===== config.mk =====
export PLATFORM = sky130hd
export DESIGN_NAME = stopwatch_ctrl_flat
export DESIGN_NICKNAME = d
export VERILOG_FILES = /design/src/rtl/stopwatch_ctrl_if.sv /design/src/rtl/stopwatch_ctrl.sv /design/src/flat_wrapper.sv
export SDC_FILE = /design/constraint.sdc
export NUM_CORES = 1
export LEC_CHECK = 0
export BUFFER_PORTS_ARGS = -buffer_cell sky130_fd_sc_hd__buf_2
export CAP_MARGIN = 30
export CORE_UTILIZATION = 45
export CTS_CLUSTER_SIZE = 14
export DETAILED_ROUTE_END_ITERATION = 12
export SYNTH_ARGS = -nofsm -noshare
export SYNTH_HDL_FRONTEND = slang
export SYNTH_SLANG_ARGS = --single-unit
export TNS_END_PERCENT = 50

===== constraint.sdc =====
create_clock -name clk -period 1.89 [get_ports clk]
set_clock_uncertainty 0.2 [all_clocks]
set_input_delay 0.0945 -clock clk [delete_from_list [all_inputs] [get_ports clk]]
set_output_delay 0.0945 -clock clk [all_outputs]
set_load 0.03 [all_outputs]

===== src/rtl/stopwatch_ctrl_if.sv =====
// Button inputs and control outputs exchanged between the stopwatch panel and its control FSM.
interface stopwatch_ctrl_if;
  logic       start_stop_btn;
  logic       lap_btn;
  logic       clear_btn;
  logic       enable;
  logic       clear_cnt;
  logic       lap_hold;
  logic [1:0] state;

  modport master (
    output start_stop_btn, lap_btn, clear_btn,
    input  enable, clear_cnt, lap_hold, state
  );

  modport slave (
    input  start_stop_btn, lap_btn, clear_btn,
    output enable, clear_cnt, lap_hold, state
  );
endinterface


===== src/rtl/stopwatch_ctrl.sv =====
// Stopwatch control: synchronises and debounces three push-buttons, converts them to press
// events and drives the counter enable, counter clear pulse and display lap hold.
module stopwatch_ctrl #(
  parameter int unsigned DB_CYCLES = 3,
  parameter int unsigned DB_W      = 4
) (
  input  logic             clk,
  input  logic             rst,
  stopwatch_ctrl_if.slave  bus
);

  localparam int unsigned NBTN    = 3;
  localparam int unsigned BTN_SS  = 0;
  localparam int unsigned BTN_LAP = 1;
  localparam int unsigned BTN_CLR = 2;

  typedef enum logic [1:0] {
    IDLE = 2'b00,
    RUN  = 2'b01,
    STOP = 2'b10,
    LAP  = 2'b11
  } state_e;

  logic [NBTN-1:0] sync1_q, sync1_d;
  logic [NBTN-1:0] sync2_q, sync2_d;
  logic [NBTN-1:0] db_level_q, db_level_d;
  logic [NBTN-1:0] db_prev_q, db_prev_d;
  logic [DB_W-1:0] db_cnt_q [NBTN];
  logic [DB_W-1:0] db_cnt_d [NBTN];
  logic [NBTN-1:0] ev_c;

  state_e state_q, state_d;
  logic   enable_q, enable_d;
  logic   lap_hold_q, lap_hold_d;
  logic   clear_cnt_q, clear_cnt_d;

  // Input path: two-flop synchroniser, debounce counter, rising-edge press detect
  always_comb begin
    sync1_d    = {bus.clear_btn, bus.lap_btn, bus.start_stop_btn};
    sync2_d    = sync1_q;
    db_prev_d  = db_level_q;
    db_level_d = db_level_q;
    for (int unsigned i = 0; i < NBTN; i++) begin
      db_cnt_d[i] = '0;
      if (sync2_q[i] != db_level_q[i]) begin
        if (db_cnt_q[i] == DB_W'(DB_CYCLES - 1)) begin
          db_level_d[i] = ~db_level_q[i];
        end else begin
          db_cnt_d[i] = db_cnt_q[i] + DB_W'(1);
        end
      end
    end
    ev_c = db_level_q & ~db_prev_q;
  end

  // Control FSM: one event per cycle, start_stop > clear > lap
  always_comb begin
    state_d     = state_q;
    clear_cnt_d = 1'b0;
    if (ev_c[BTN_SS]) begin
      unique case (state_q)
        IDLE:    state_d = RUN;
        RUN:     state_d = STOP;
        LAP:     state_d = STOP;
        STOP:    state_d = RUN;
        default: state_d = IDLE;
      endcase
    end else if (ev_c[BTN_CLR]) begin
      if (state_q == IDLE || state_q == STOP) begin
        state_d     = IDLE;
        clear_cnt_d = 1'b1;
      end
    end else if (ev_c[BTN_LAP]) begin
      if (state_q == RUN) begin
        state_d = LAP;
      end else if (state_q == LAP) begin
        state_d = RUN;
      end
    end
    enable_d   = (state_d == RUN) || (state_d == LAP);
    lap_hold_d = (state_d == LAP);
  end

  always_ff @(posedge clk) begin
    if (rst) begin
      sync1_q     <= '0;
      sync2_q     <= '0;
      db_level_q  <= '0;
      db_prev_q   <= '0;
      for (int unsigned i = 0; i < NBTN; i++) begin
        db_cnt_q[i] <= '0;
      end
      state_q     <= IDLE;
      enable_q    <= 1'b0;
      lap_hold_q  <= 1'b0;
      clear_cnt_q <= 1'b0;
    end else begin
      sync1_q     <= sync1_d;
      sync2_q     <= sync2_d;
      db_level_q  <= db_level_d;
      db_prev_q   <= db_prev_d;
      for (int unsigned i = 0; i < NBTN; i++) begin
        db_cnt_q[i] <= db_cnt_d[i];
      end
      state_q     <= state_d;
      enable_q    <= enable_d;
      lap_hold_q  <= lap_hold_d;
      clear_cnt_q <= clear_cnt_d;
    end
  end

  assign bus.state     = state_q;
  assign bus.enable    = enable_q;
  assign bus.lap_hold  = lap_hold_q;
  assign bus.clear_cnt = clear_cnt_q;

endmodule


===== src/flat_wrapper.sv =====
// flat-port wrapper written by rule: the top's interface ports become plain ports
module stopwatch_ctrl_flat 
#(
  parameter int unsigned DB_CYCLES = 3,
  parameter int unsigned DB_W      = 4
)
  (clk, rst, bus_start_stop_btn, bus_lap_btn, bus_clear_btn, bus_enable, bus_clear_cnt, bus_lap_hold, bus_state);
  stopwatch_ctrl_if bus_i ();
  input  logic clk;
  input  logic rst;
  input wire logic [$bits(bus_i.start_stop_btn)-1:0] bus_start_stop_btn;
  input wire logic [$bits(bus_i.lap_btn)-1:0] bus_lap_btn;
  input wire logic [$bits(bus_i.clear_btn)-1:0] bus_clear_btn;
  output wire logic [$bits(bus_i.enable)-1:0] bus_enable;
  output wire logic [$bits(bus_i.clear_cnt)-1:0] bus_clear_cnt;
  output wire logic [$bits(bus_i.lap_hold)-1:0] bus_lap_hold;
  output wire logic [$bits(bus_i.state)-1:0] bus_state;
  assign bus_i.start_stop_btn = bus_start_stop_btn;
  assign bus_i.lap_btn = bus_lap_btn;
  assign bus_i.clear_btn = bus_clear_btn;
  assign bus_enable = bus_i.enable;
  assign bus_clear_cnt = bus_i.clear_cnt;
  assign bus_lap_hold = bus_i.lap_hold;
  assign bus_state = bus_i.state;
  stopwatch_ctrl #(.DB_CYCLES(DB_CYCLES), .DB_W(DB_W)) u_core (.clk(clk), .rst(rst), .bus(bus_i));
endmodule

==> qor.csv, run 1 <==
stage;metric;value;unit
run_status;status;finished, final reports clean;
worst_setup_path;crit_buf_inv;1;
yosys;ys.flop_type;dfxtp_1;
detailed_routing;vias_per_cell;4.845;
clock_network;h-tree-depth;2;
placed_design;portBuffers;9;
grt;met1_usage;17.83;%
power_and_ir_drop;peakVddDrop;0.0008594;V
yosys;ys_top_cells_by_count;dfxtp_1 (29), nor2_1 (19), ha_1 (10), nor2b_1 (10), xnor2_1 (6);
grt;grt_antenna_before_repair;0;
yosys;yosysTopAreaCell;dfxtp_1;
timing;setup_ws;272.0;ps
worst_setup_path;crit_type;flip-flop to flip-flop;
clock_network;numCtsBuffers;5;
grt;grtUsageTotal;15.88;%
yosys;synthesis.instances;112;
timing;rsz0062_at_grt;no;
yosys;synthesis.area;1145;µm²
floorplanning;rows;17;
power_and_ir_drop;p_int;918.3;µW
worst_setup_path;critPathTopFamily;simple AND/OR/NAND/NOR gates;
detailed_routing;wl_per_cell;10.54;µm
finish;area_growth;19.34;%
finish;drive_above_1_share;13.53;%
placed_design;pre_cts_ws;261.5;ps
timing;slew_viol_final;0;
yosys;yosysTopAreaCellShare;50.71;%
timing;finalCriticalPeriod;1618;ps
worst_setup_path;crit_slowest_cell;dfxtp_1;
grt;grt_max_degree;21;
job;drv_cap;0;
power_and_ir_drop;p_seq_share;53.5;%
clock_network;cts_buffer_depth;2;
detailed_routing;drt-total-wl;1.697;mm
placed_design;place.gp.congestion;0.7319;
timing;finalHoldViolCount;0;
detailed_routing;dr.pass1.iters;4;
yosys;synth-async-reset-ratio;0;%
hold_path;min_path_type;flip-flop to flip-flop;
power_and_ir_drop;p_switching;245.5;µW
finish;antenna_cells;0;
power_and_ir_drop;clockPowerShare;43.6;%
grt;grt_pass1_vias;740;
floorplanning;io-pin-count;10;
grt;grt-ovfl-total;0;
yosys;synth_area_leaders;dfxtp_1 (51%), ha_1 (11%), nor2_1 (6.2%), nor2b_1 (5.5%), xnor2_1 (4.6%);
power_and_ir_drop;p_per_area;851.7;nW/µm²
yosys;syn_avg_cell_area;10.22;µm²
clock_network;cts_tree;done;
detailed_routing;drc;0;
floorplanning;design.core.area;2297;µm²
floorplanning;die-area;2750;µm²
worst_setup_path;startpoint_type;flip-flop;
clock_network;root_buffer;clkbuf_4;
yosys;yosys_warnings;0;
finish;fin_nets;147;
detailed_routing;drtAntennaViolNets;0;
floorplanning;initial_core_util;49.84;%
grt;met3_usage;7.826;%
timing;fmax;618.1;MHz
yosys;ys_seq_elements;29;
grt;use_met2;24.05;%
power_and_ir_drop;p_sw_share;21.09;%
clock_network;clk_latency;320;ps
timing;worst_pin_slew;475.5;ps
timing;setup_viol;0;
floorplanning;dieWidth;52.44;µm
worst_setup_path;crit_chain;inv_1 > ha_1 > nor2_1 > nand4_1 > o21ai_0;
worst_setup_path;timing.rr.start;u_core.bus.state[0];
floorplanning;fp.dieH;52.44;µm
detailed_routing;drtIter0Drc;11;
worst_setup_path;slowest_delay;410;ps
timing;setup_tns;0;ps
power_and_ir_drop;p_leak;0.0005426;µW
clock_network;numClockSinks;29;
yosys;synth_edf_count;0;
yosys;syn_nets;127;
worst_setup_path;arrival;1660;ps
yosys;seq_area_frac_synth;50.71;%
worst_setup_path;cp.required;1930;ps
clock_network;clk_transition_reported_paths;90;ps
timing;fin_crit_sh;85.61;%
grt;grt.busiest_layer;met2;
timing;relSlewSlack;68.23;%
worst_setup_path;cp_max_fo;5;
power_and_ir_drop;power_frac_comb;2.9;%
yosys;yosysMostFrequentCell;dfxtp_1;
placed_design;dp_hpwl;1.156;mm
worst_setup_path;crit_path_end_kind;flip-flop;
grt;grt_first_pass_wirelength;3.029;mm
hold_path;hp-start;u_core.sync1_q[2];
yosys;synth_cell_types;23;
detailed_routing;vias;780;
worst_setup_path;critical_path.startpoint;u_core.bus.state[0];
per-stage QoR:
stage / power, µW / instance area [µm²] / util, % / std cells / hold slack (ps)
2_1_floorplan: 653.1 / 1145 / - / 112 / 22.68
3_3_place_gp: 659.6 / 1212 / 52.78 / 146 / 106.7
3_5_place_dp: 660.6 / 1212 / 52.78 / 146 / 111.7
4_1_cts: 1186 / 1366 / 59.48 / 161 / 255.3
5_1_grt: 1224 / 1366 / 59.48 / 161 / 266.1
6_report: 1164 / 1366 / 59.48 / 161 / 251.4
path summary, 6_finish.rpt:
path / cells after the start / end / slack [ps]
setup reg to reg: 5 / u_core.bus.lap_hold / 270
hold / removal: 1 / u_core.sync2_q[2] / 250
setup / recovery: 5 / u_core.bus.lap_hold / 270
hold reg to reg: 1 / u_core.sync2_q[2] / 250
layer usage:
metal | part of all wire (%) | wire [µm]
met1 | 50 | 852
met2 | 43 | 723
met3 | 5.2 | 89
met4 | 1.8 | 31
met5 | 0 | 0
layout by cell type, fill, tap and decap left out:
cell type	n
dfxtp_1	29
nor2_1	19
nor2b_1	10
ha_1	10
buf_2	9
dlygate4sd3_1	7
xnor2_1	6
inv_1	5
mux2i_1	5
clkbuf_4	5
nor3b_1	3
or3_1	3
nand3_1	3
xor2_1	3
a211oi_1	3
nor4_1	2
nand2_1	1
and2b_4	1
nand2b_1	1
a211o_1	1
a21oi_1	1
nand4_1	1
nand4b_1	1
o21ai_0	1
clkinvlp_4	1
clkinv_4	1
bufinv_16	1
area by class of cell:
class                   count  area, µm²
clock buffers               5      37.54
clock inverters             3      46.29
fillers                   209      930.9
inverters                   5      18.77
multi-input cells          75      533.0
flip-flops and latches     29      580.6
well taps                  28      35.03
repair buffers             16      115.1
timing repair:
action,CTS,global route
endpoints found under the hold margin,15,0
hold buffers,7,0
gates resized for setup,0,0
buffers inserted,0,0
state kept, by name, indices dropped and copies added, names as in the netlist:
signal,cells
u_core.db_cnt_q,12
u_core.db_level_q,3
u_core.db_prev_q,3
u_core.sync1_q,3
u_core.sync2_q,3
u_core.bus.state,2
u_core.bus.clear_cnt,1
u_core.bus.enable,1
u_core.bus.lap_hold,1
kinds of logic after synthesis:
family                   Yosys count  synth area share (%)
AND/OR/NAND/NOR                   45                 20.77
flip-flops                        29                 50.71
adder cells (fa/ha/maj)           10                 10.93
XOR/XNOR                           9                 6.886
buffers and inverters              8                 2.732
AO/OA/AOI/OAI                      6                 3.606
multiplexers                       5                 4.372
worst reg2reg max path: cells and delay by family (launching register included):
family | cells | cell delay, ps
adder cells (fa/ha/maj) | 1 | 220
buffers and inverters | 1 | 110
AND/OR/NAND/NOR | 2 | 430
flip-flops | 1 | 410
AO/OA/AOI/OAI | 1 | 170
power by group through the flow:
stage          registers, µW  clock network [µW]  logic, µW
4_1_cts                  623                 529       34.0
3_5_place_dp             637                   0       23.3
6_report                 623                 507       33.9
5_1_grt                  624                 562       38.1
2_1_floorplan            636                   0       16.7
3_3_place_gp             637                   0       22.7
Power figures use the tool's default switching activity.
==> run 2, diff against run 1 <==
PLACE_DENSITY = 0.75   (was not set)
==> run 2 against run 1 <==
Clock power decreased by 18%. Total power decreased by 7.6%. Sequential power about the same. Flip-flop and latch count unchanged. Maximum frequency decreased by 2.8%. Non-clock buffer count unchanged. First-iteration DRC count decreased by 36%. Combinational power about the same. Critical endpoint is now u_core.bus.state[0]. Die area unchanged. Utilization decreased by 0.60 points.
==> qor.csv, run 2 (synthesis results as in run 1) <==
stage;metric;value;unit
power_and_ir_drop;p_per_area;794.7;nW/µm²
floorplanning;design.core.area;2297;µm²
worst_setup_path;arrival;1690;ps
hold_path;whs_endpoint;u_core.sync2_q[0];
floorplanning;dieWidth;52.44;µm
clock_network;cts_setup_buffers;0;
clock_network;h-tree-depth;2;
worst_setup_path;critPathTopFamily;flip-flops;
detailed_routing;drtIter0Drc;7;
grt;grt-ovfl-total;0;
placed_design;pre_cts_ws;248.8;ps
finish;fin_cells;161;
clock_network;clk_latency;310;ps
worst_setup_path;cp.required;1920;ps
power_and_ir_drop;p_leak;0.0005425;µW
worst_setup_path;cp_max_fo;5;
placed_design;dp_hpwl;1.095;mm
detailed_routing;dr_wl_met2;775;µm
timing;fin_hold_ws;240.4;ps
detailed_routing;wl_per_cell;10.16;µm
floorplanning;io-pin-count;10;
detailed_routing;drc;0;
clock_network;numClockSinks;29;
finish;area_growth;18.14;%
finish;drive_above_1_share;13.53;%
clock_network;numCtsBuffers;5;
grt;grtUsageTotal;14.61;%
hold_path;hp-start;u_core.sync1_q[0];
worst_setup_path;r2r-end;u_core.bus.state[0];
floorplanning;initial_core_util;49.84;%
clock_network;cts_tree;done;
timing;finalHoldViolCount;0;
worst_setup_path;slowest_delay;410;ps
floorplanning;fp.dieH;52.44;µm
timing;setup_tns;0;ps
worst_setup_path;startpoint_type;flip-flop;
timing;relSlewSlack;71.14;%
timing;slew_viol_final;0;
floorplanning;rows;17;
clock_network;clk_transition_reported_paths;90;ps
job;drv_cap;0;
power_and_ir_drop;peakVddDrop;0.0004817;V
finish;largest-register;u_core.db_cnt_q;
finish;mostFrequentLayoutCells;dfxtp_1 (29), nor2_1 (19), nor2b_1 (10), ha_1 (10), buf_2 (9);
worst_setup_path;rrSetupSlack;230;ps
detailed_routing;drt-met1-wl;772;µm
hold_path;min_path_type;flip-flop to flip-flop;
timing;setup_viol;0;
placed_design;place.gp.congestion;0.7238;
finish;antenna_cells;0;
grt;grt_pass1_vias;741;
clock_network;root_buffer;clkbuf_4;
finish;fin_nets;147;
finish;largest_register_ffs;12;
timing;fmax;600.6;MHz
detailed_routing;dr.pass1.iters;3;
clock_network;cts_buffer_depth;2;
hold_path;hold_path_depth;1;
timing;worst_pin_slew;432.0;ps
detailed_routing;drt-total-wl;1.635;mm
timing;fin_crit_sh;88.09;%
timing;setup_ws;225.1;ps
worst_setup_path;crit_chain;inv_1 > ha_1 > nor4_1 > a211oi_1 > a211oi_1;
clock_network;post_cts_resized;0;
detailed_routing;vias_per_cell;4.758;
worst_setup_path;worstRegToRegCells;5;
clock_network;hold_buffers;7;
detailed_routing;drtAntennaViolNets;0;
grt;grt_first_pass_wirelength;2.829;mm
timing;finalCriticalPeriod;1665;ps
placed_design;dpl.cell_count;146;
worst_setup_path;path_common_cell;a211oi_1;
finish;layout_commonest_cell;dfxtp_1;
detailed_routing;top_layer;met4;
grt;grt_antenna_before_repair;0;
detailed_routing;vias;766;
worst_setup_path;crit_type;flip-flop to flip-flop;
worst_setup_path;crit_slowest_cell;dfxtp_1;
grt;grt_max_degree;21;
detailed_routing;route.met3.wl;60;µm
placed_design;portBuffers;9;
worst_setup_path;crit_buf_inv;1;
run_status;status;finished, final reports clean;
timing;rsz0062_at_grt;no;
worst_setup_path;timing.rr.start;u_core.bus.state[0];
finish;post-route-util;58.88;%
worst_setup_path;crit_path_end_kind;flip-flop;
floorplanning;die-area;2750;µm²
-- run 2: through the flow --
step	cell area, µm²	power, µW
finish	1353	1075
CTS	1353	1088
detailed placement	1212	660.0
floorplan	1145	653.1
global route	1353	1123
global placement	1212	658.8
-- run 2: worst reg2reg max path: stages, from the launching register on --
cell and delay [ps]:
dfxtp_1 410, inv_1 110, ha_1 230, nor4_1 270
a211oi_1 100, a211oi_1 250
-- run 2: how the worst max path moves through the flow --
stage	startpoint	to	slack (ps)	cells after the start
6_report	u_core.bus.state[0]	u_core.bus.state[0]	230	5
5_1_grt	u_core.bus.state[0]	u_core.bus.state[0]	90	5
4_1_cts	u_core.bus.state[0]	u_core.bus.state[0]	230	5
3_5_place_dp	u_core.bus.state[0]	u_core.bus.state[0]	250	5
3_3_place_gp	u_core.bus.state[0]	u_core.bus.enable	340	5
2_1_floorplan	u_core.bus.state[0]	u_core.bus.enable	160	5
-- run 2: report_power, final --
| part | total (µW) | switching, µW | internal, µW | leakage [µW] |
|---|---|---|---|---|
| registers | 623 | 4.17 | 619 | 0.000235 |
| logic | 33.7 | 14.0 | 19.7 | 0.000266 |
| clock network | 418 | 203 | 215 | 0.0000413 |
| total | 1070 | 221 | 854 | 0.000542 |
-- run 2: layer usage --
layer	GRT usage, %	up-vias
met5	0	-
met4	6.579	0
met3	7.826	4
met2	24.68	12
met1	14.62	342
li1	-	408
-- run 2: cell type report --
type                    count  area (µm²)
fillers                   206       944.7
flip-flops and latches     29       580.6
multi-input cells          75       533.0
repair buffers             16       115.1
clock buffers               7       65.06
well taps                  28       35.03
inverters                   5       18.77
clock inverters             1       5.005
==> run 3, diff against run 2 <==
CORE_UTILIZATION = 56   (was 45)
PLACE_DENSITY = 0.88   (was 0.75)
==> run 3 against run 2 <==
Register-to-register slack worse by 20 ps. Global-route usage increased by 5.7 points. Sequential share of layout area is 0.35 points lower. Worst setup slack lost 24 ps. Critical endpoint is now u_core.bus.enable.
==> qor.csv, run 3 (synthesis results as in run 1) <==
stage;metric;value;unit
placed_design;dpl_cell_area;1209;µm²
timing;fmax;592.2;MHz
worst_setup_path;critPathTopFamily;flip-flops;
power_and_ir_drop;p_per_area;867.2;nW/µm²
grt;grt_antenna_before_repair;0;
worst_setup_path;arrival;1730;ps
floorplanning;dieWidth;47.22;µm
timing;setup_ws;201.3;ps
timing;rsz0062_at_grt;no;
timing;finalCriticalPeriod;1689;ps
placed_design;dp_hpwl;1.243;mm
placed_design;pre_cts_ws;220.9;ps
finish;largest-register;u_core.db_cnt_q;
timing;relSlewSlack;71.10;%
worst_setup_path;crit_path_end_kind;flip-flop;
grt;grt_first_pass_wirelength;2.925;mm
placed_design;place.gp.congestion;0.7293;
detailed_routing;drtIter0Drc;8;
grt;met1_usage;18.12;%
finish;largest_register_ffs;12;
detailed_routing;dr.pass1.iters;4;
detailed_routing;drtAntennaViolNets;0;
clock_network;clk_latency;320;ps
timing;fin_crit_sh;89.35;%
clock_network;post_cts_resized;0;
clock_network;cts_buffer_depth;2;
clock_network;cts_tree;done;
grt;grt_pass1_vias;770;
finish;multi_input_area;533.0;µm²
finish;layout_commonest_cell;dfxtp_1;
hold_path;min_path_type;flip-flop to flip-flop;
worst_setup_path;crit_slowest_cell;dfxtp_1;
floorplanning;die-area;2229;µm²
detailed_routing;vias;791;
worst_setup_path;timing.rr.start;u_core.bus.state[0];
hold_path;hp-start;u_core.sync1_q[2];
finish;fin_area;1364;µm²
worst_setup_path;startpoint_type;flip-flop;
power_and_ir_drop;p_leak;0.0005467;µW
worst_setup_path;cp.required;1930;ps
worst_setup_path;path_common_cell;a211oi_1;
timing;setup_viol;0;
worst_setup_path;crit_chain;inv_1 > ha_1 > nor4_1 > a211oi_1 > a211oi_1;
placed_design;portBuffers;9;
grt;grt-ovfl-total;0;
job;drv_cap;0;
finish;fin_nets;147;
placed_design;dpl.cell_count;143;
detailed_routing;drt-total-wl;1.906;mm
finish;mostFrequentLayoutCells;dfxtp_1 (29), nor2_1 (19), nor2b_1 (10), ha_1 (10), buf_2 (9);
detailed_routing;wl_per_cell;12.06;µm
finish;antenna_cells;0;
clock_network;numClockSinks;29;
timing;worst_pin_slew;432.6;ps
worst_setup_path;crit_buf_inv;1;
detailed_routing;vias_per_cell;5.006;
clock_network;numCtsBuffers;5;
power_and_ir_drop;peakVddDrop;0.0008797;V
floorplanning;io-pin-count;10;
finish;area_growth;19.13;%
clock_network;h-tree-depth;2;
grt;grt.busiest_layer;met2;
finish;fin_cells;158;
finish;regArea;580.6;µm²
floorplanning;fp.dieH;47.22;µm
clock_network;clk_transition_reported_paths;100;ps
grt;use_met2;37.22;%
timing;slew_viol_final;0;
clock_network;root_buffer;clkbuf_4;
worst_setup_path;crit_type;flip-flop to flip-flop;
finish;drive_above_1_share;12.78;%
run_status;status;finished, final reports clean;
grt;grt_max_degree;21;
floorplanning;design.core.area;1821;µm²
detailed_routing;drc;0;
timing;fin_hold_ws;254.2;ps
timing;finalHoldViolCount;0;
worst_setup_path;cp_max_fo;5;
finish;n_fill_cell;134;
timing;setup_tns;0;ps
grt;met3_usage;9.231;%
floorplanning;initial_core_util;62.89;%
worst_setup_path;slowest_delay;410;ps
worst_setup_path;critical_path.startpoint;u_core.bus.state[0];
grt;grtUsageTotal;20.32;%
floorplanning;rows;15;
[run 3: changes by cell type in the layout (fill, tap and decap cells not counted)]
cell	before	now
clkbuf_8	2	1
clkinv_2	1	0
clkbuf_1	0	1
bufinv_16	0	1
[run 3: path summary, 6_finish.rpt]
path	end	cells past startpoint	slack, ps
worst min register to register	u_core.sync2_q[2]	1	250
worst min-delay path	u_core.sync2_q[2]	1	250
worst max-delay path	u_core.bus.enable	5	200
worst max register to register	u_core.bus.enable	5	200
[run 3: timing repair]
action	in CTS	in global routing
hold buffers	7	0
hold endpoints to repair	15	0
setup buffers	0	0
[run 3: power breakdown]
group          internal [µW]  leakage [µW]  switching (µW)
registers                619      0.000235            4.71
clock network            316     0.0000455             209
logic                   19.7      0.000266            14.3
[run 3: metrics by stage]
step	total power, µW	util, %
2_1_floorplan	653.1	-
3_3_place_gp	658.3	66.39
3_5_place_dp	660.1	66.39
4_1_cts	1193	74.91
5_1_grt	1225	74.91
6_report	1183	74.91
[run 3: final cells by class]
type                            count  share of cell area (%)
Timing Repair Buffer               16                   8.440
Clock inverter                      1                   2.202
Multi-Input combinational cell     75                   39.08
Inverter                            5                   1.376
Sequential cell                    29                   42.57
Tap cell                           25                   2.294
Clock buffer                        7                   4.037
[run 3: routing by layer]
layer	vias up	wire length [µm]
li1	407	-
met1	367	801
met2	13	1014
met3	4	63
met4	0	26
met5	-	0
